--- src/rtl/cpu_ctrl.sv ---
// cpu_ctrl: multi-cycle instruction sequencer.
// Walks FETCH -> DECODE -> EXEC -> MEM -> WB for a small ISA. Each of the
// FETCH/EXEC/MEM/WB stages issues a single-cycle enable pulse. The FETCH,
// EXEC and MEM stages each wait, with a bounded timeout, for their done input.
// Retired instructions are counted.
module cpu_ctrl #(
  parameter int TMO_MAX = 15
) (
  input  logic        clk,
  input  logic        rst,
  input  logic        start,
  input  logic [15:0] ir,
  input  logic        fetch_done,
  input  logic        exec_done,
  input  logic        mem_done,
  input  logic        stall,
  output logic        en_fetch,
  output logic        en_exec,
  output logic        en_mem,
  output logic        en_wb,
  output logic        alu_in_sel,
  output logic        mem_we,
  output logic        busy,
  output logic        halted,
  output logic [1:0]  err,
  output logic [15:0] instr_cnt
);

  typedef enum logic [2:0] {
    S_IDLE, S_FETCH, S_DECODE, S_EXEC, S_MEM, S_WB, S_HALT
  } state_t;

  localparam logic [3:0] OP_NOP   = 4'h0;
  localparam logic [3:0] OP_ADD   = 4'h1;
  localparam logic [3:0] OP_ADDI  = 4'h2;
  localparam logic [3:0] OP_LOAD  = 4'h3;
  localparam logic [3:0] OP_STORE = 4'h4;
  localparam logic [3:0] OP_HALT  = 4'hF;
  localparam logic [3:0] TMO_LIM  = 4'(TMO_MAX);

  localparam logic [1:0] ERR_NONE    = 2'd0;
  localparam logic [1:0] ERR_ILLEGAL = 2'd1;
  localparam logic [1:0] ERR_TIMEOUT = 2'd2;

  state_t      state_q;
  logic        pend_q;        // stage enable still owed for the current state
  logic [3:0]  tmo_q;
  logic [3:0]  op_q;
  logic        alu_in_sel_q;
  logic        mem_we_q;
  logic [1:0]  err_q;
  logic [15:0] instr_cnt_q;

  logic        done_d;
  logic [3:0]  tmo_d;
  logic        tmo_exp_d;
  logic [3:0]  dec_op_d;
  logic        unused_ir;

  assign dec_op_d  = ir[15:12];
  assign unused_ir = ^ir[11:0];

  // Select the done input relevant to the current wait state and detect timeout.
  always_comb begin
    done_d = 1'b0;
    case (state_q)
      S_FETCH: done_d = fetch_done;
      S_EXEC:  done_d = exec_done;
      S_MEM:   done_d = mem_done;
      default: done_d = 1'b0;
    endcase
    tmo_d     = tmo_q + 4'd1;
    // done in the same cycle the counter reaches the limit takes priority
    tmo_exp_d = !done_d && (tmo_d == TMO_LIM);
  end

  // Main sequencer; stall freezes every register, and pending pulses wait for it to drop.
  always_ff @(posedge clk or posedge rst) begin
    if (rst) begin
      state_q      <= S_IDLE;
      pend_q       <= 1'b0;
      tmo_q        <= 4'd0;
      op_q         <= OP_NOP;
      alu_in_sel_q <= 1'b0;
      mem_we_q     <= 1'b0;
      err_q        <= ERR_NONE;
      instr_cnt_q  <= 16'd0;
    end else if (!stall) begin
      pend_q <= 1'b0;
      case (state_q)
        S_IDLE: begin
          if (start) begin
            state_q <= S_FETCH;
            pend_q  <= 1'b1;
            tmo_q   <= 4'd0;
          end
        end
        S_FETCH: begin
          if (fetch_done) begin
            state_q <= S_DECODE;
          end else if (tmo_exp_d) begin
            state_q <= S_HALT;
            err_q   <= ERR_TIMEOUT;
          end else begin
            tmo_q <= tmo_d;
          end
        end
        S_DECODE: begin
          op_q         <= dec_op_d;
          alu_in_sel_q <= (dec_op_d == OP_ADD);
          mem_we_q     <= (dec_op_d == OP_STORE);
          tmo_q        <= 4'd0;
          case (dec_op_d)
            OP_NOP: begin
              state_q     <= S_FETCH;
              pend_q      <= 1'b1;
              instr_cnt_q <= instr_cnt_q + 16'd1;
            end
            OP_ADD, OP_ADDI, OP_LOAD, OP_STORE: begin
              state_q <= S_EXEC;
              pend_q  <= 1'b1;
            end
            OP_HALT: begin
              state_q     <= S_HALT;
              instr_cnt_q <= instr_cnt_q + 16'd1;
            end
            default: begin
              state_q <= S_HALT;
              err_q   <= ERR_ILLEGAL;
            end
          endcase
        end
        S_EXEC: begin
          if (exec_done) begin
            state_q <= (op_q == OP_LOAD || op_q == OP_STORE) ? S_MEM : S_WB;
            pend_q  <= 1'b1;
            tmo_q   <= 4'd0;
          end else if (tmo_exp_d) begin
            state_q <= S_HALT;
            err_q   <= ERR_TIMEOUT;
          end else begin
            tmo_q <= tmo_d;
          end
        end
        S_MEM: begin
          if (mem_done) begin
            pend_q <= 1'b1;
            tmo_q  <= 4'd0;
            if (op_q == OP_LOAD) begin
              state_q <= S_WB;
            end else begin
              state_q     <= S_FETCH;
              instr_cnt_q <= instr_cnt_q + 16'd1;
            end
          end else if (tmo_exp_d) begin
            state_q <= S_HALT;
            err_q   <= ERR_TIMEOUT;
          end else begin
            tmo_q <= tmo_d;
          end
        end
        S_WB: begin
          state_q     <= S_FETCH;
          pend_q      <= 1'b1;
          tmo_q       <= 4'd0;
          instr_cnt_q <= instr_cnt_q + 16'd1;
        end
        default: begin
          // HALT: terminal until reset
          state_q <= S_HALT;
        end
      endcase
    end
  end

  // A pulse is visible only in its own state and only while not stalled.
  assign en_fetch   = pend_q && !stall && (state_q == S_FETCH);
  assign en_exec    = pend_q && !stall && (state_q == S_EXEC);
  assign en_mem     = pend_q && !stall && (state_q == S_MEM);
  assign en_wb      = pend_q && !stall && (state_q == S_WB);
  assign alu_in_sel = alu_in_sel_q;
  assign mem_we     = mem_we_q;
  assign busy       = (state_q != S_IDLE) && (state_q != S_HALT);
  assign halted     = (state_q == S_HALT);
  assign err        = err_q;
  assign instr_cnt  = instr_cnt_q;

endmodule

--- config.mk ---
export PLATFORM = sky130hd
export DESIGN_NAME = cpu_ctrl
export DESIGN_NICKNAME = d
export VERILOG_FILES = /design/src/rtl/cpu_ctrl.sv
export SDC_FILE = /design/constraint.sdc
export NUM_CORES = 1
export LEC_CHECK = 0
export CORE_MARGIN = 8
export CORE_UTILIZATION = 49
export CTS_CLUSTER_SIZE = 24
export DETAILED_ROUTE_END_ITERATION = 10
export PLACE_DENSITY_LB_ADDON = 0.2
export SLEW_MARGIN = 20
export SYNTH_ARGS = -nofsm -noshare
export SYNTH_HDL_FRONTEND = slang
export SYNTH_SLANG_ARGS = --single-unit
--- constraint.sdc ---
create_clock -name clk -period 2.5 [get_ports clk]
set_clock_uncertainty 0.1 [all_clocks]
set_input_delay 0.25 -clock clk [delete_from_list [all_inputs] [get_ports clk]]
set_output_delay 0.25 -clock clk [all_outputs]
set_load 0.005 [all_outputs]
# Word-level counts from Yosys, hierarchy flattened
# Cells that the tools add are included.
# Widths: inputs -> output; s select.
op_classes:
  n_mul: 0
  order_cmp: 0
  add_sub_neg: 2
  reduce_logical: 26
  n_div: 0
  eq_ne: 23
  n_bitwise: 1
  n_mux: 31
  shift: 0
ops:
  columns: ["op", "n"]
  rows:
  - ["$mux 16", 3]
  - ["$pmux 16 s3", 1]
  - ["$mux 4", 5]
  - ["$pmux 4 s5", 1]
  - ["$mux 3", 6]
  - ["$pmux 3 s6", 1]
  - ["$add 16x1->16 const B", 1]
  - ["$ne 2x2->1 const B", 8]
  - ["$eq 4x2->1 const B", 3]
  - ["$mux 2", 5]
  - ["$eq 3x3->1 const B", 3]
  - ["$eq 4x3->1 const B", 2]
  - ["$eq 4x4->1 const B", 2]
  - ["$pmux 2 s4", 1]
  - ["$logic_and 1x1->1", 7]
  - ["$eq 3x2->1 const B", 2]
  - ["$pmux 3 s2", 1]
  - ["$reduce_and 6->1", 1]
  - ["$reduce_bool 3->1", 2]
  - ["$reduce_or 6->1", 1]
  - ["$mux 1", 5]
  - ["$pmux 1 s5", 1]
  - ["$reduce_and 5->1", 1]
  - ["$reduce_bool 5->1", 1]
  - ["16 further kinds", 19]
totals:
  memories: 0
  out_inout_bits: 26
  ff_bits: 32
  ramBits: 0
  latchBits: 0
  mem_bits_ro: 0
  word_cells: 91
  input_bits: 23

# Longest topological paths before layout
# Gate-level depths: netlist (run 1).
depth:
  depth_word: 7
  depth_mapped: 7

# Worst setup path before layout (run 1)
# Ideal clock, no wire load.
synth_timing:
  path_type: "register to register"
  from: "register tmo_q[0]"
  to: "register err_q[0], in the netlist err[0]"
  path_stages_with_launch: 7
  arrival_time_ps: 1593
  path_buffers: 0
  setup_slack_ps: 683
  required_time_ps: 2276
  path_cell_list: "dfrtp_1 ha_1 nand3b_1 a21oi_1 nor2_1 o41a_1 a211o_1"
synth_between:
  elab_chain_cells: 6
  elab_cells_between_ends: 8
synth_lines:
  columns: ["element", "line", "source"]
  rows:
  - ["start: declaration", "47", "logic [3:0] tmo_q;"]
  - ["start signal: assignment", "105", "tmo_q <= tmo_d;"]
  - ["start signal: assignment", "142", "tmo_q <= tmo_d;"]
  - ["start signal: assignment", "159", "tmo_q <= tmo_d;"]
  - ["$add 4x1->4 *", "72", "tmo_d = tmo_q + 4'd1;"]
  - ["$eq 4x4->1 *", "74", "tmo_exp_d = !done_d && (tmo_d == TMO_LIM);"]
  - ["$logic_and 1x1->1 *", "74", null]
  - ["$mux 2 *", null, null]
  - ["$mux 2, on equally long branches", null, null]
  - ["$pmux 2 s4 *", null, null]
  - ["end signal: assignment", "86", "err_q <= ERR_NONE;"]
  - ["end signal: assignment", "103", "err_q <= ERR_TIMEOUT;"]
  - ["end signal: assignment", "129", "err_q <= ERR_ILLEGAL;"]
  - ["end: declaration", "51", "logic [1:0] err_q;"]
# Every way passes the cells marked *; elsewhere a longest branch is shown, timed or not. The select of a mux whose other input is x is not followed.
# A chain may end at the register's enable or synchronous reset.

# Worst setup path in the final report (run 1)
layout_timing:
  from: "register state_q[2]"
  to: "output en_mem"
layout_between:
  elab_chain_cells: 2
layout_lines:
  columns: ["element", "line", "source"]
  rows:
  - ["start: declaration", "45", "state_t state_q;"]
  - ["start signal: assignment", "135", "state_q <= (op_q == OP_LOAD || op_q == OP_STORE) ? S_MEM : S_WB;"]
  - ["$eq 3x3->1", "179", "assign en_mem = pend_q && !stall && (state_q == S_MEM);"]
  - ["$logic_and 1x1->1", "179", null]
  - ["end: declaration", "19", "output logic en_mem,"]
# Every way passes these cells.

==> results of run 1 <==
state kept, by name (all words and copies together), names as in the netlist:
signal / cells
mem_we: 1
err: 2
state_q: 3
op_q: 4
pend_q: 1
alu_in_sel: 1
tmo_q: 4
instr_cnt: 16
power groups by stage:
stage	clock [W]	sequential, W	combinational, W
after floorplan	0	0.000772	0.000639
after global placement	0	0.000830	0.000904
after detailed placement	0	0.000848	0.000943
after CTS	0.000437	0.000841	0.000947
after global routing	0.000458	0.000868	0.00105
final	0.000425	0.000844	0.000949
layout make-up:
cell class                 count  area share
multi-input combinational    145      0.4234
sequential                    32      0.3254
timing repair buffer          45      0.1736
clock buffer                   6     0.03350
tap                           48     0.02437
inverter                       9     0.01371
clock inverter                 2    0.006091
critical path: stages (launching register included):
cell and delay, ps:
dfrtp_2 540, clkinv_1 320, nor4_1 320, clkdlybuf4s50_1 560
worst min path at each step:
stage | startpoint | slack (ps) | to | cells past startpoint
after floorplan | rst | 270 | alu_in_sel$_DFFE_PP0P_ | 1
after global placement | instr_cnt[15]$_DFFE_PP0P_ | 360 | instr_cnt[15]$_DFFE_PP0P_ | 1
after detailed placement | instr_cnt[15]$_DFFE_PP0P_ | 370 | instr_cnt[15]$_DFFE_PP0P_ | 1
after CTS | rst | 260 | instr_cnt[0]$_DFFE_PP0P_ | 3
after global routing | rst | 320 | op_q[3]$_DFFE_PP0P_ | 3
final | rst | 250 | alu_in_sel$_DFFE_PP0P_ | 3
routing by layer:
metal  vias to the layer above  share of wire
met1                       818           0.43
met4                         0         0.0054
met2                        52           0.49
met3                         2          0.069
met5                         -              0
li1                        812              -
Yosys cell counts (2+ instances only):
cell / n / area [um2]
a211oi_1: 4 / 30.03
and4_1: 3 / 26.28
xnor2_1: 13 / 113.9
nor4_1: 2 / 12.51
inv_1: 8 / 30.03
nand3_1: 8 / 40.04
buf_2: 2 / 10.01
and2_1: 2 / 12.51
dfrtp_1: 32 / 800.8
nor3_1: 8 / 40.04
o31a_1: 2 / 17.52
a21oi_1: 7 / 35.03
o21ai_0: 6 / 30.03
nand2_1: 12 / 45.04
nand2b_1: 4 / 25.02
nand3b_1: 2 / 15.01
nor4bb_1: 2 / 20.02
ha_1: 3 / 37.54
nor2_1: 11 / 41.29
o31ai_1: 2 / 15.01
and3_1: 4 / 25.02
nor4b_1: 3 / 26.28
a221oi_1: 2 / 17.52
nand4_1: 7 / 43.79
o21ai_1: 2 / 10.01
nor2b_1: 2 / 12.51
clkbuf_1: 2 / 7.510
xor2_1: 2 / 17.52
mux2_2: 7 / 78.83
nor3b_1: 3 / 22.52
cell families (layout without fill, tap and decap cells):
logic type | count (synthesis) | after routing | share of synthesized area
mux | 7 | 7 | 0.04126
xor+xnor | 15 | 15 | 0.06876
simple gates | 79 | 79 | 0.2502
buf+inv | 15 | 62 | 0.03471
fa+ha+maj | 3 | 3 | 0.01965
flops | 32 | 32 | 0.4191
compound gates | 41 | 41 | 0.1664
per-stage QoR:
stage,utilization,worst slack (ps),instance area (um2),hold WS [ps]
after global placement,0.6367,183.1,2366,359.5
after CTS,0.6633,135.5,2465,262.5
after global routing,0.6633,2.758,2465,316.6
after floorplan,-,683.1,1911,266.2
final,0.6633,122.9,2465,252.7
after detailed placement,0.6367,133.8,2366,367.9
==> flow_metrics.env, run 1 <==
export IMPL_die_h_um=78.45
export IMPL_start_util=0.5141
export IMPL_synth_cell_types=55
export IMPL_cp_max_fo=16
export IMPL_ant_nets=0
export IMPL_drt_pass1_iter_count=4
export IMPL_r2r_setup_slack_ps=400
export IMPL_multiInputGateArea_um2=1044
export IMPL_clock_sinks=32
export IMPL_clk_path_buf_depth=2
export IMPL_drc=0
export IMPL_numCtsBuffers=5
export IMPL_switching_share=0.3962
export IMPL_antenna_found_initial=0
export IMPL_finalCriticalPeriod_ps=2377
export IMPL_num_antenna_cells=0
export IMPL_setup_viol=0
export IMPL_post_drt_wl_per_cell_um=16.91
export IMPL_post_cts_buffers=0
export IMPL_hold_viol=0
export IMPL_syn_area_per_cell_um2=9.951
export IMPL_grt_util_met3=0.05581
export IMPL_synth_nets=218
export IMPL_hold_buffers=0
export IMPL_htreeDepth=2
export IMPL_viasPerCell=5.868
export IMPL_status="completed"
export IMPL_top_usage_layer="met2"
export IMPL_die_area_um2=6154
export IMPL_irDropWorstVdd_uv=631.1
export IMPL_period_share=0.9508
export IMPL_final_cell_mix="36 x clkdlybuf4s50_1, 31 x dfrtp_1, 13 x xnor2_1, 12 x nand2_1, 11 x nor2_1"
export IMPL_synth_edf_count=0
export IMPL_startpoint_type="flop"
export IMPL_p_leak_nw=0.9803
export IMPL_die_x_um=78.45
export IMPL_fin_nets=264
export IMPL_port_buffers=36
export IMPL_synthFlopType="dfrtp_1"
export IMPL_p_clk_frac=0.191
export IMPL_use_met1=0.2016
export IMPL_grt_pass1_vias=1754
export IMPL_power_density_nw_per_um2=900.0
export IMPL_use_met2=0.2635
export IMPL_p_comb_frac=0.428
export IMPL_maxSlewHeadroom=0.6786
export IMPL_arrival_ps=2030
export IMPL_drt_iter0_markers=175
export IMPL_startpoint="state_q[2]$_DFFE_PP0P_"
export IMPL_drv_cap=0
export IMPL_reg2reg_from="state_q[0]$_DFFE_PP0P_"
export IMPL_dp_cells=279
export IMPL_synth_async_reset_ratio=1.000
export IMPL_place_congestion=0.8509
export IMPL_syn_to_final_growth_pct=29.01
export IMPL_grt_max_degree=33
export IMPL_rsz0062_at_grt="no"
export IMPL_syn_inst=192
export IMPL_cp_end_kind="output pin"
export IMPL_nFillCells=302
export IMPL_clkSlewWorstSetupHoldPaths_ps=70
export IMPL_num_rows=22
export IMPL_grt_first_pass_wirelength_mm=8.349
export IMPL_ctsResizeCount=1
export IMPL_yosys_register_bits=32
export IMPL_track_usage=0.1649
export IMPL_overflow=0
export IMPL_clk_latency_ps=290
export IMPL_fmax_mhz=420.7
export IMPL_worst_r2r_endpoint="tmo_q[3]$_DFFE_PP0P_"
export IMPL_holdCritPathClass="in -> async"
export IMPL_yosysSeqAreaShare=0.4191
export IMPL_vias=1684
export IMPL_ioPinCount=49
export IMPL_net_switching_power_w=0.0008788
export IMPL_root_buffer="clkbuf_8"
export IMPL_fin_setup_tns_ps=0
export IMPL_final_cells=287
export IMPL_worstPathRequired_ps=2150
export IMPL_drv_slew=0
export IMPL_drive_above_1_share=0.1381
export IMPL_tightest_slew_ps=478.9
export IMPL_seq_power_share=0.381
export IMPL_dp_hpwl_mm=3.527
export IMPL_crit_path_end="en_mem"
export IMPL_wirelength_mm=4.853
export IMPL_yosysWarningCount=0
export IMPL_regArea_um2=802.0
export IMPL_worst_r2r_path_depth=6
export IMPL_p_total_w=0.002218
export IMPL_internal_power_w=0.001340
export IMPL_core_um2=3716
export IMPL_cts_tree="done"
export IMPL_layout_commonest_cell="clkdlybuf4s50_1"
export IMPL_path_class="reg -> out"
export IMPL_synth_area_um2=1911
Power figures use the tool's default switching activity.
==> run 2, diff against run 1 <==
- ABC_AREA: not set -> 1
- CORE_UTILIZATION: 49 -> 55
- DONT_BUFFER_PORTS: not set -> 1
==> flow_metrics.env, run 2 <==
export IMPL_grt_first_pass_wirelength_mm=7.665
export IMPL_largest_reg_flops=16
export IMPL_root_buffer="clkbuf_8"
export IMPL_arrival_ps=2060
export IMPL_tightest_slew_ps=538.4
export IMPL_syn_inst=271
export IMPL_wirelength_mm=4.507
export IMPL_path_cells="nor2_2 -> nand2_2 -> o21ai_1 -> nor2_1 -> nand2_2 -> inv_2 -> nand2_1 -> xor2_1"
export IMPL_viasPerCell=5.385
export IMPL_track_usage=0.1577
export IMPL_grt_max_degree=33
export IMPL_status="completed"
export IMPL_dp_hpwl_mm=3.413
export IMPL_fmax_mhz=504.2
export IMPL_startpoint_type="flop"
export IMPL_port_buffers=0
export IMPL_fin_setup_tns_ps=0
export IMPL_yosysSeqAreaShare=0.3922
export IMPL_final_cell_mix="71 x nand2_1, 32 x inv_1, 32 x dfrtp_1, 28 x nor2_1, 19 x nand3_1"
export IMPL_num_antenna_cells=0
export IMPL_holdCritPathClass="in -> reg"
export IMPL_p_total_w=0.002279
export IMPL_drv_slew=0
export IMPL_path_buf_inv=1
export IMPL_synth_async_reset_ratio=1.000
export IMPL_maxSlewHeadroom=0.6378
export IMPL_p_clk_frac=0.182
export IMPL_layout_commonest_cell="nand2_1"
export IMPL_path_class="reg -> reg"
export IMPL_clk_latency_ps=290
export IMPL_numCtsBuffers=5
export IMPL_clock_sinks=32
export IMPL_clkSlewWorstSetupHoldPaths_ps=70
export IMPL_internal_power_w=0.001252
export IMPL_post_drt_wl_per_cell_um=13.78
export IMPL_antenna_found_initial=0
export IMPL_drive_above_1_share=0.1254
export IMPL_post_cts_buffers=0
export IMPL_synth_nets=297
export IMPL_hold_buffers=2
export IMPL_worst_r2r_endpoint="instr_cnt[5]$_DFFE_PP0P_"
export IMPL_yosysWarningCount=0
export IMPL_yosys_top_cells_area="dfrtp_1 39%, nand2_1 13%, xor2_1 6.0%"
export IMPL_rsz0062_at_grt="no"
export IMPL_place_area_um2=2079
export IMPL_period_share=0.7933
export IMPL_net_switching_power_w=0.001026
export IMPL_overflow=0
export IMPL_syn_area_per_cell_um2=7.535
export IMPL_r2r_setup_slack_ps=520
export IMPL_drv_cap=0
export IMPL_finalCriticalPeriod_ps=1983
export IMPL_irDropWorstVdd_uv=519.8
export IMPL_die_x_um=76.93
export IMPL_vias=1761
export IMPL_ctsResizeCount=0
export IMPL_synth_most_common_cell="nand2_1"
export IMPL_stdcell_area_um2=2192
export IMPL_core_um2=3606
export IMPL_die_area_um2=5918
export IMPL_switching_share=0.4504
export IMPL_place_congestion=0.9847
export IMPL_synthTopCellsByCount="71 x nand2_1, 32 x dfrtp_1, 32 x inv_1"
export IMPL_drt_iter0_markers=118
export IMPL_fin_nets=304
export IMPL_synth_top_area_frac=0.3922
export IMPL_drt_pass1_iter_count=4
export IMPL_setup_viol=0
export IMPL_clk_path_buf_depth=2
export IMPL_seq_power_share=0.414
export IMPL_cp_common_cell="nand2_2"
export IMPL_drc=0
export IMPL_p_leak_nw=1.078
export IMPL_cpPeakStageDelay_ps=590
export IMPL_htreeDepth=2
export IMPL_cts_tree="done"
export IMPL_ioPinCount=49
export IMPL_ant_nets=0
export IMPL_syn_to_final_growth_pct=7.353
export IMPL_cp_end_kind="flop"
export IMPL_start_util=0.5663
export IMPL_synthFlopType="dfrtp_1"
export IMPL_power_density_nw_per_um2=1040
export IMPL_cpMaxStageDelayCell="dfrtp_1"
export IMPL_hp_start="ir[13]"
export IMPL_worst_r2r_path_depth=8
export IMPL_reg2reg_from="state_q[1]$_DFFE_PP0P_"
export IMPL_worstPathRequired_ps=2580
export IMPL_whs_endpoint="op_q[1]$_DFFE_PP0P_"
export IMPL_yosys_area_top_type="dfrtp_1"
export IMPL_yosys_register_bits=32
export IMPL_p_comb_frac=0.404
export IMPL_cp_max_fo=14
export IMPL_synth_area_um2=2042
export IMPL_hold_viol=0
export IMPL_synth_edf_count=0
export IMPL_num_rows=22
export IMPL_final_util=0.6079
export IMPL_grt_pass1_vias=1613
export IMPL_synth_cell_types=29
export IMPL_holdPathStages=2
export IMPL_crit_family="simple AND/OR/NAND/NOR gates"
export IMPL_die_h_um=76.93
==> run 2: cells by family after synthesis <==
group,Yosys count,synth area share
and+or+nand+nor,155,0.3652
buffers and inverters,40,0.08885
xor gates and xnor gates,14,0.06005
DFF,32,0.3922
AOI/OAI and AO/OA,27,0.07537
adders and majority gates,3,0.01838
==> run 2: worst max-delay path by stage <==
stage                                 from                  endpoint  depth (start not counted)  slack (ps)
finish              state_q[1]$_DFFE_PP0P_  instr_cnt[5]$_DFFE_PP0P_                          8         520
detailed placement  state_q[1]$_DFFE_PP0P_  instr_cnt[7]$_DFFE_PP0P_                          8         530
CTS                 state_q[1]$_DFFE_PP0P_  instr_cnt[5]$_DFFE_PP0P_                          8         510
floorplan           state_q[1]$_DFFE_PP0P_  instr_cnt[3]$_DFFE_PP0P_                          9        1000
global placement    state_q[1]$_DFFE_PP0P_  instr_cnt[7]$_DFFE_PP0P_                          8         540
global route        state_q[1]$_DFFE_PP0P_  instr_cnt[5]$_DFFE_PP0P_                          8         330
==> run 2: worst reg2reg max path, delay by kind of cell (launching register included) <==
| family | cells | cell delay, ps |
|---|---|---|
| AO/OA/AOI/OAI | 1 | 90 |
| flip-flops | 1 | 590 |
| buffers and inverters | 1 | 250 |
| XOR/XNOR | 1 | 160 |
| AND/OR/NAND/NOR | 5 | 690 |
==> run 2: layout make-up <==
cell class,instances,area [um2]
fillers,324,1414
multi-input cells,199,1060
flip-flops and latches,32,800.8
inverters,35,136.4
clock buffers,6,82.58
well taps,48,60.06
repair buffers,5,42.54
clock inverters,2,10.01
==> run 2: per-stage QoR <==
stage | worst slack, ps | instances | hold WS, ps
after detailed placement | 525.4 | 317 | 154.7
final | 516.7 | 327 | 1.503
after global placement | 538.3 | 317 | 153.4
after global routing | 325.2 | 327 | 8.643
after floorplan | 998.4 | 271 | 262.6
after CTS | 510.8 | 327 | 1.320
==> run 2: power groups by stage <==
stage | registers [W] | clock network (W) | logic [W]
5_1_grt | 0.000977 | 0.000450 | 0.00105
6_report | 0.000944 | 0.000415 | 0.000920
3_3_place_gp | 0.000949 | 0 | 0.000901
2_1_floorplan | 0.000849 | 0 | 0.000840
4_1_cts | 0.000946 | 0.000427 | 0.000926
3_5_place_dp | 0.000954 | 0 | 0.000914
==> run 2: metal layers <==
layer / track usage / routed length (um) / share of wire / vias up
met3: 0.06876 / 304 / 0.067 / 9
met4: 0.04615 / 63 / 0.014 / 0
met5: 0 / 0 / 0 / -
li1: - / - / - / 892
met1: 0.1825 / 1968 / 0.44 / 820
met2: 0.2566 / 2171 / 0.48 / 40
